### config.mk
export PLATFORM = sky130hd
export DESIGN_NAME = act_window_gen
export DESIGN_NICKNAME = d
export VERILOG_FILES = /design/src/rtl/cnn_pkg.sv /design/src/rtl/line_buf_row.sv /design/src/rtl/act_window_gen.sv
export SDC_FILE = /design/constraint.sdc
export NUM_CORES = 1
export LEC_CHECK = 0
export ABC_AREA = 1
export CAP_MARGIN = 20
export CORE_ASPECT_RATIO = 1.1
export CORE_MARGIN = 5
export CORE_UTILIZATION = 45
export CTS_BUF_LIST = sky130_fd_sc_hd__clkbuf_8
export CTS_CLUSTER_DIAMETER = 200
export DETAILED_ROUTE_END_ITERATION = 16
export PLACE_DENSITY = 0.64
export SKIP_CTS_REPAIR_TIMING = 1
export SLEW_MARGIN = 5
export SYNTH_ARGS = -nofsm -noshare
export SYNTH_HDL_FRONTEND = slang
export SYNTH_SLANG_ARGS = --single-unit
### constraint.sdc
create_clock -name clk -period 2.9 [get_ports clk]
set_clock_uncertainty 0.2 [all_clocks]
set_input_delay 0.58 -clock clk [delete_from_list [all_inputs] [get_ports clk]]
set_output_delay 0.58 -clock clk [all_outputs]
set_load 0.005 [all_outputs]
### src/rtl/cnn_pkg.sv
// ---------------------------------------------------------------------------
// cnn_pkg
// Shared constants and helpers for the convolution front-end blocks.
//   KERNEL_SZ  : kernel edge length (3x3 windows)
//   PIX_W_DEF  : default activation width in bits
//   ROW_W      : width of one packed window row at the default pixel width
//   win_count(): number of stride-1 windows in an h x w image
// ---------------------------------------------------------------------------
package cnn_pkg;

   localparam int KERNEL_SZ = 3;
   localparam int PIX_W_DEF = 8;
   localparam int ROW_W     = KERNEL_SZ * PIX_W_DEF;

   // Windows produced per frame for a stride-1 KERNEL_SZ x KERNEL_SZ kernel.
   function automatic int win_count(input int h, input int w);
      return (h - KERNEL_SZ + 1) * (w - KERNEL_SZ + 1);
   endfunction

endpackage : cnn_pkg

### src/rtl/line_buf_row.sv
// ---------------------------------------------------------------------------
// line_buf_row
// One image row of pixel storage (IMG_W entries of PIX_W bits).
// Asynchronous indexed read and synchronous write at the same address, so a
// read in the write cycle returns the old contents (read-before-write).
// Storage is deliberately not reset so it can map onto distributed RAM / SRL.
// Ports:
//   clk   in  : clock
//   we    in  : write enable
//   addr  in  : column index for both read and write
//   wdata in  : pixel to store
//   rdata out : pixel currently stored at addr
// ---------------------------------------------------------------------------
module line_buf_row #(
   parameter int PIX_W = 8,
   parameter int IMG_W = 8
) (
   input  logic                     clk,
   input  logic                     we,
   input  logic [$clog2(IMG_W)-1:0] addr,
   input  logic [PIX_W-1:0]         wdata,
   output logic [PIX_W-1:0]         rdata
);

   logic [PIX_W-1:0] mem_r [IMG_W];

   // Row storage write port.
   always_ff @(posedge clk) begin
      if (we) begin
         mem_r[addr] <= wdata;
      end
   end

   assign rdata = mem_r[addr];

endmodule : line_buf_row

### src/rtl/act_window_gen.sv
// ---------------------------------------------------------------------------
// act_window_gen
// Turns a raster-order pixel stream into stride-1 3x3 activation windows.
// Two line buffers hold the previous two rows; two-column history registers
// per window row complete the 3x3 neighbourhood with the incoming column.
// Ports:
//   clk, rst_n      : clock, asynchronous active-low reset
//   frame_rst       : synchronous frame restart (clears row/col position)
//   win_en          : downstream can take windows; gates pixel intake
//   pix_in/pix_vld  : input pixel and its valid
//   pix_rdy         : pixel accepted when pix_vld && pix_rdy
//   activate0/1/2   : window rows r-2, r-1, r; oldest column in MSB byte
//   activate_ready  : one-cycle strobe, new window on activate0..2
//   frame_done      : one-cycle strobe with the last window of the frame
// ---------------------------------------------------------------------------
module act_window_gen
   import cnn_pkg::*;
#(
   parameter int PIX_W = PIX_W_DEF,
   parameter int IMG_W = 8,
   parameter int IMG_H = 8
) (
   input  logic                         clk,
   input  logic                         rst_n,
   input  logic                         frame_rst,
   input  logic                         win_en,
   input  logic [PIX_W-1:0]             pix_in,
   input  logic                         pix_vld,
   output logic                         pix_rdy,
   output logic [KERNEL_SZ*PIX_W-1:0]   activate0,
   output logic [KERNEL_SZ*PIX_W-1:0]   activate1,
   output logic [KERNEL_SZ*PIX_W-1:0]   activate2,
   output logic                         activate_ready,
   output logic                         frame_done
);

   localparam int WORD_W = KERNEL_SZ * PIX_W;
   localparam int HIST_W = (KERNEL_SZ - 1) * PIX_W;
   localparam int COL_W  = $clog2(IMG_W);
   localparam int RCNT_W = $clog2(IMG_H);

   localparam logic [COL_W-1:0]  COL_LAST  = COL_W'(IMG_W - 1);
   localparam logic [RCNT_W-1:0] ROW_LAST  = RCNT_W'(IMG_H - 1);
   localparam logic [COL_W-1:0]  COL_FIRST = COL_W'(KERNEL_SZ - 1);
   localparam logic [RCNT_W-1:0] ROW_FIRST = RCNT_W'(KERNEL_SZ - 1);

   logic [COL_W-1:0]  col_r;
   logic [RCNT_W-1:0] row_r;
   logic [COL_W-1:0]  col_nxt_s;
   logic [RCNT_W-1:0] row_nxt_s;
   logic              accept_s;
   logic              emit_s;
   logic              last_s;

   logic [PIX_W-1:0]  lb0_rd_s;   // row r-1 at this column
   logic [PIX_W-1:0]  lb1_rd_s;   // row r-2 at this column

   logic [HIST_W-1:0] hist0_r;    // previous two columns of row r-2
   logic [HIST_W-1:0] hist1_r;    // previous two columns of row r-1
   logic [HIST_W-1:0] hist2_r;    // previous two columns of row r

   logic [WORD_W-1:0] act0_r;
   logic [WORD_W-1:0] act1_r;
   logic [WORD_W-1:0] act2_r;
   logic              act_ready_r;
   logic              frame_done_r;

   assign pix_rdy  = win_en && !frame_rst;
   assign accept_s = pix_vld && pix_rdy;

   // lb0 holds row r-1; on accept it takes the new pixel and hands its old
   // contents to lb1, which thereby always holds row r-2.
   line_buf_row #(.PIX_W(PIX_W), .IMG_W(IMG_W)) u_lb0 (
      .clk   (clk),
      .we    (accept_s),
      .addr  (col_r),
      .wdata (pix_in),
      .rdata (lb0_rd_s)
   );

   line_buf_row #(.PIX_W(PIX_W), .IMG_W(IMG_W)) u_lb1 (
      .clk   (clk),
      .we    (accept_s),
      .addr  (col_r),
      .wdata (lb0_rd_s),
      .rdata (lb1_rd_s)
   );

   // Next raster position, wrapping column then row then frame.
   always_comb begin
      col_nxt_s = col_r;
      row_nxt_s = row_r;
      if (col_r == COL_LAST) begin
         col_nxt_s = '0;
         if (row_r == ROW_LAST) begin
            row_nxt_s = '0;
         end else begin
            row_nxt_s = row_r + RCNT_W'(1);
         end
      end else begin
         col_nxt_s = col_r + COL_W'(1);
         row_nxt_s = row_r;
      end
   end

   // A window exists only once two full rows and two columns precede it,
   // which also keeps windows from straddling a row boundary.
   always_comb begin
      emit_s = accept_s && (row_r >= ROW_FIRST) && (col_r >= COL_FIRST);
      last_s = accept_s && (row_r == ROW_LAST) && (col_r == COL_LAST);
   end

   // Raster position counters.
   always_ff @(posedge clk or negedge rst_n) begin
      if (!rst_n) begin
         col_r <= '0;
         row_r <= '0;
      end else if (frame_rst) begin
         col_r <= '0;
         row_r <= '0;
      end else if (accept_s) begin
         col_r <= col_nxt_s;
         row_r <= row_nxt_s;
      end
   end

   // Column history: shift the newest column in at the LSB end.
   always_ff @(posedge clk or negedge rst_n) begin
      if (!rst_n) begin
         hist0_r <= '0;
         hist1_r <= '0;
         hist2_r <= '0;
      end else if (accept_s) begin
         hist0_r <= {hist0_r[PIX_W-1:0], lb1_rd_s};
         hist1_r <= {hist1_r[PIX_W-1:0], lb0_rd_s};
         hist2_r <= {hist2_r[PIX_W-1:0], pix_in};
      end
   end

   // Registered window outputs and strobes; windows hold between emits.
   always_ff @(posedge clk or negedge rst_n) begin
      if (!rst_n) begin
         act0_r       <= '0;
         act1_r       <= '0;
         act2_r       <= '0;
         act_ready_r  <= 1'b0;
         frame_done_r <= 1'b0;
      end else if (frame_rst) begin
         act_ready_r  <= 1'b0;
         frame_done_r <= 1'b0;
      end else begin
         act_ready_r  <= emit_s;
         frame_done_r <= last_s;
         if (emit_s) begin
            act0_r <= {hist0_r, lb1_rd_s};
            act1_r <= {hist1_r, lb0_rd_s};
            act2_r <= {hist2_r, pix_in};
         end
      end
   end

   assign activate0      = act0_r;
   assign activate1      = act1_r;
   assign activate2      = act2_r;
   assign activate_ready = act_ready_r;
   assign frame_done     = frame_done_r;

endmodule : act_window_gen
# Word-level counts from Yosys, hierarchy flattened

Memories as Yosys holds them, arrays and structs flattened.
Index checks and enable logic that the tools add are counted.

Bits in registers: 128
RAM bits: 128
Bits of input ports: 13
Output and inout bits: 75
Logic and storage cells: 41
Memories: 2

Add/subtract/negate cells: 2
Magnitude comparators: 2
Equality and inequality tests: 2
Mux-type cells: 11
Bitwise operators: 1
Reduce and logical (&&, ||, !) cells: 11

Memory list:

| memory      | words | bits a word | read ports | clocked after memory_dff | wr ports | line               | source |
|---|---|---|---|---|---|---|---|
| u_lb0.mem_r | 8     | 8           | 1          | 0                        | 1        | line_buf_row.sv:25 | `logic [PIX_W-1:0] mem_r [IMG_W];` |
| u_lb1.mem_r | 8     | 8           | 1          | 0                        | 1        | line_buf_row.sv:25 |  |

Operators with widths:

| kind                | number |
|---|---|
| $mux 3              | 7 |
| $add 3x1->3 const B | 2 |
| $eq 3x3->1 const B  | 2 |
| $ge 3x2->1 const B  | 2 |
| $logic_and 1x1->1   | 6 |
| $mux 1              | 4 |
| $reduce_and 2->1    | 2 |
| $reduce_bool 2->1   | 2 |
| $logic_not 1->1     | 1 |
| $not 1->1           | 1 |

# Depth between registers and ports, before layout

Gate-level depths: netlist of the first run.

Depth in word-level cells: 6
Depth in mapped cells: 12
Gate-level depth less buffers: 9

# Hierarchy

From an unflattened synthesis of the first run, not the netlist that was laid out.

Cell total of the unflattened synthesis: 1104
Area total of the unflattened synthesis: 10557.6 sq um

Modules (own cells, without submodules):

| module         | instances | cells an instance | area each (sq um) | seq. area each (sq um) |
|---|---|---|---|---|
| line_buf_row   | 2         | 272               | 2763.9            | 1921.8 |
| act_window_gen | 1         | 560               | 5029.8            | 3203.1 |

# Worst setup path after synthesis of the first run

OpenSTA, ideal clock, no wires.

Path type: input port to flip-flop
From: input win_en
To: memory u_lb0.mem_r[6][0], enable pin
Library setup time: 430 ps
Arrival: 2721 ps
Data required time: 2270 ps
Setup slack: -451 ps
Stages on the path: 6
Buffers on the path: 2
Path through: inv_1 nor2_2 nand2_1 buf_2 clkbuf_1 nor4_1

Cells in the longest elaborated chain, start to end: 4

Ends and longest elaborated chain:

| what                         | line                 | source |
|---|---|---|
| from (decl)                  | act_window_gen.sv:26 | `input logic win_en,` |
| $logic_and 1x1->1            | act_window_gen.sv:68 | `assign pix_rdy = win_en && !frame_rst;` |
| net pix_rdy                  | act_window_gen.sv:29 | `output logic pix_rdy,` |
| $logic_and 1x1->1            | act_window_gen.sv:69 | `assign accept_s = pix_vld && pix_rdy;` |
| $mux 1                       | line_buf_row.sv:29   | `if (we) begin` |
| $mux 1 (not written as such) | line_buf_row.sv:30   | `mem_r[addr] <= wdata;` |
| to (decl)                    | line_buf_row.sv:25   |  |

The timed path passes the listed nets, and every way through them passes these cells.

# Worst setup path after layout of the first run

From: input win_en
To: output pix_rdy

Cells in the longest elaborated chain, start to end: 1

Ends and longest elaborated chain:

| what              | line |
|---|---|
| $logic_and 1x1->1 | act_window_gen.sv:68 |
| to (decl)         | act_window_gen.sv:29 |

Every way passes these cells.

==> results of run 1 <==
cell families after synthesis:
group,count (synthesis),synth area share (%)
simple gates,559,21.9
fa+ha+maj,6,0.731
flops,256,68.6
compound gates,70,3.83
buf+inv,101,4.94
Yosys cell counts:
master,instances
buf_4,5
nand3_1,22
o21ai_2,10
o21ai_0,51
nand2_2,9
nand4_1,24
clkbuf_1,9
buf_1,2
inv_2,4
nor2_2,1
edfxtp_1,128
o22ai_1,2
nand3_2,1
nor2_1,19
a22oi_1,1
o21ai_1,5
nor2_4,1
nand2_1,474
a21oi_1,1
nor4_1,8
inv_1,39
buf_8,2
dfrtp_1,128
clkinv_1,1
buf_6,6
buf_2,33
ha_1,6
layer usage:
layer  routed length, um  track usage, %  vias to the layer above
met5                   0               0                        -
met4                 361            4.92                        0
met3                1060            3.57                       30
met2               11100            29.2                      135
met1                9600            23.0                     3264
li1                    -               -                     3431
layout by cell type (no fill, tap or decap), drive strengths merged:
cell           count
nand2            483
edfxtp           128
dfrtp            128
clkdlybuf4s50     86
o21ai             66
inv               62
clkbuf            44
buf               34
nand4             24
nand3             23
nor2              21
nor4               8
clkinv             7
ha                 6
o22ai              2
a21oi              1
a22oi              1
bufinv             1
dlygate4sd3        1
worst min path at each step:
stage | start | to | slack, ns | cells past startpoint
after CTS | rst_n | activate0[21] | -0.16 | 1
after floorplan | rst_n | activate0[0] | 0.08 | 0
after global routing | hist0_r[9] | activate0[17] | 0.29 | 2
after global placement | hist0_r[9] | activate0[17] | 0.25 | 2
after detailed placement | hist1_r[12] | activate1[20] | 0.25 | 2
final | hist2_r[10] | activate2[18] | 0.26 | 2
state kept, by name (all words and copies together) (netlist names):
name	cells
hist2_r	16
frame_done	1
activate1	24
col_r	3
activate0	24
activate2	24
hist0_r	16
u_lb0.mem_r	64
u_lb1.mem_r	64
hist1_r	16
row_r	3
activate_ready	1
worst max-delay path, stage by stage:
cell and delay, ns:
clkdlybuf4s50_1 0.45, inv_1 0.04, nor2_2 0.10, clkdlybuf4s50_1 0.52
power groups by stage:
stage               sequential [mW]  combinational (mW)  clock, mW
floorplan                      4.24               0.344          0
global placement               4.26               0.726          0
detailed placement             4.26               0.737          0
CTS                            4.20               0.739       2.88
global route                   4.22               0.820       3.07
finish                         4.19               0.720       2.80
cell type report:
class	count	area, um2
multi-input combinational	635	2780
tap	300	375
clock inverter	26	133
timing repair buffer	121	1180
fill	2071	10400
sequential	256	7050
clock buffer	44	606
inverter	44	165
stage by stage:
stage	power [mW]	TNS, ns
5_1_grt	8.12	0
3_5_place_dp	5.00	0
6_report	7.71	0
3_3_place_gp	4.99	0
4_1_cts	7.82	0
2_1_floorplan	4.59	-49.83
==> metrics.md, run 1 <==
| Metric | Value |
|---|---|
| Vias/cell | `4.81` |
| Worst reg2reg path depth | `8` |
| Number of core rows | `58` |
| Die area | `25900 um2` |
| Flop pwr share | `54.4%` |
| Pins Over Slew Limit | `0` |
| Worst-skew pair later-pin latency | `0.53 ns` |
| Static Leak | `5.58 nW` |
| Min Tclk post-route | `2.47 ns` |
| Post-synthesis sequential area ratio | `68.6%` |
| CTS tree | `yes` |
| Post-route cell area | `12300 um2` |
| Final WL | `22.1 mm` |
| Layout Cells excl Fill | `1426` |
| Syn nets | `1011` |
| Die W | `154 um` |
| Synth area leaders | `edfxtp_1 37%, dfrtp_1 31%, nand2_1 17%, o21ai_0 2.5%, buf_2 1.6%` |
| Pin count of the biggest net entering global routing | `105` |
| FF+latch count, synth | `256` |
| Setup violators final | `0` |
| Status | `finished clean` |
| PD cells | `628 nW/um2` |
| HP Class | `reg -> reg` |
| RSZ-0062 raised after global routing | `no` |
| Vias | `6860` |
| Number of distinct library cells after synthesis | `27` |
| Grt ovf | `0` |
| First-pass GRT wire length | `36.5 mm` |
| Post-synth top area cell | `edfxtp_1` |
| Crit path capture type | `output port` |
| Place WS | `0.401 ns` |
| Dpl cells | `1355` |
| Vias in the first global route | `6885` |
| Iter 0 DRT Violations | `447` |
| Warning count from the yosys run | `0` |
| Total GRT Usage | `17.4%` |
| Worst path required time | `2.12 ns` |
| CTS Buffer Depth | `3` |
| Clock Root Buffer | `clkbuf_8` |
| Crit path launch | `win_en` |
| Routed wire per std cell | `15.5 um` |
| Dpl cell area | `11500 um2` |
| CP Launch Type | `primary input` |
| Synth Cell Area | `10300 um2` |
| # DRC | `0` |
| Initial DRT Pass Iterations | `5` |
| Area Growth Syn to Fin | `19.7%` |
| Worst reg2reg endpoint | `u_lb1.mem_r[5][3]` |
| CTS buffer count | `41` |
| Core box area | `22600 um2` |
| Initial antenna violation count | `0` |
| Fin worst setup slack | `0.425 ns` |
| Sw power | `1.85 mW` |
| Yosys top cell area share | `37.4%` |
| Clock power frac | `36.3%` |
| NumNets Final | `1118` |
| Max-Slew Margin vs Limit | `60.2%` |
| CTS H-Tree Depth | `2` |
| Starting Density | `45.3%` |
| Final core utilization | `54.3%` |
| Maximum Capacitance Violations | `0` |
| DP HPWL | `14.3 mm` |
| Routed Antenna Nets | `0` |
| Peak supply drop | `0.405 mV` |
| RePlAce Congestion | `0.775` |
| Kind of critical path | `in -> out` |
| Fmax | `0.404 GHz` |
| Combinational power share | `9.3%` |
| Period Utilization, post-route | `85.3%` |
| CP Max Fanout | `2` |
| Post-Syn Area per Cell | `10.3 um2` |
| Sw Ratio | `23.9%` |
| Hold slack | `0.264 ns` |
| Post-Syn Instances | `992` |
| Port Buffer Count | `87` |
| Fin. Hold Viols | `0` |
| Layout cell share with drive strength beyond 1 | `10.6%` |
| Critical Path AT | `1.69 ns` |
| Worst-Margin Slew | `0.595 ns` |
| Clock-pin transition on the worst setup and hold timing paths | `0.06 ns` |
| Ports | `88` |
| Clk sinks | `256` |
| Antenna cells | `0` |
| Worst Setup EP | `pix_rdy` |
| Worst r2r src | `col_r[0]` |
| DIE HEIGHT | `168 um` |
| Worst R2R Setup Slack | `0.68 ns` |
| Internal | `5.87 mW` |
Power figures use the tool's default switching activity.
==> run 2: changes to the inputs <==
Settings changed: ABC_CLOCK_PERIOD_IN_PS set to 2900.
==> results of run 2 <==
Final layout, timing and power as in run 1 (identical DEF).
==> run 3: changes to the inputs <==
Settings changed: CAP_MARGIN 20 to not set.
==> results of run 3 <==
Final layout, timing and power as in run 1 (identical DEF).
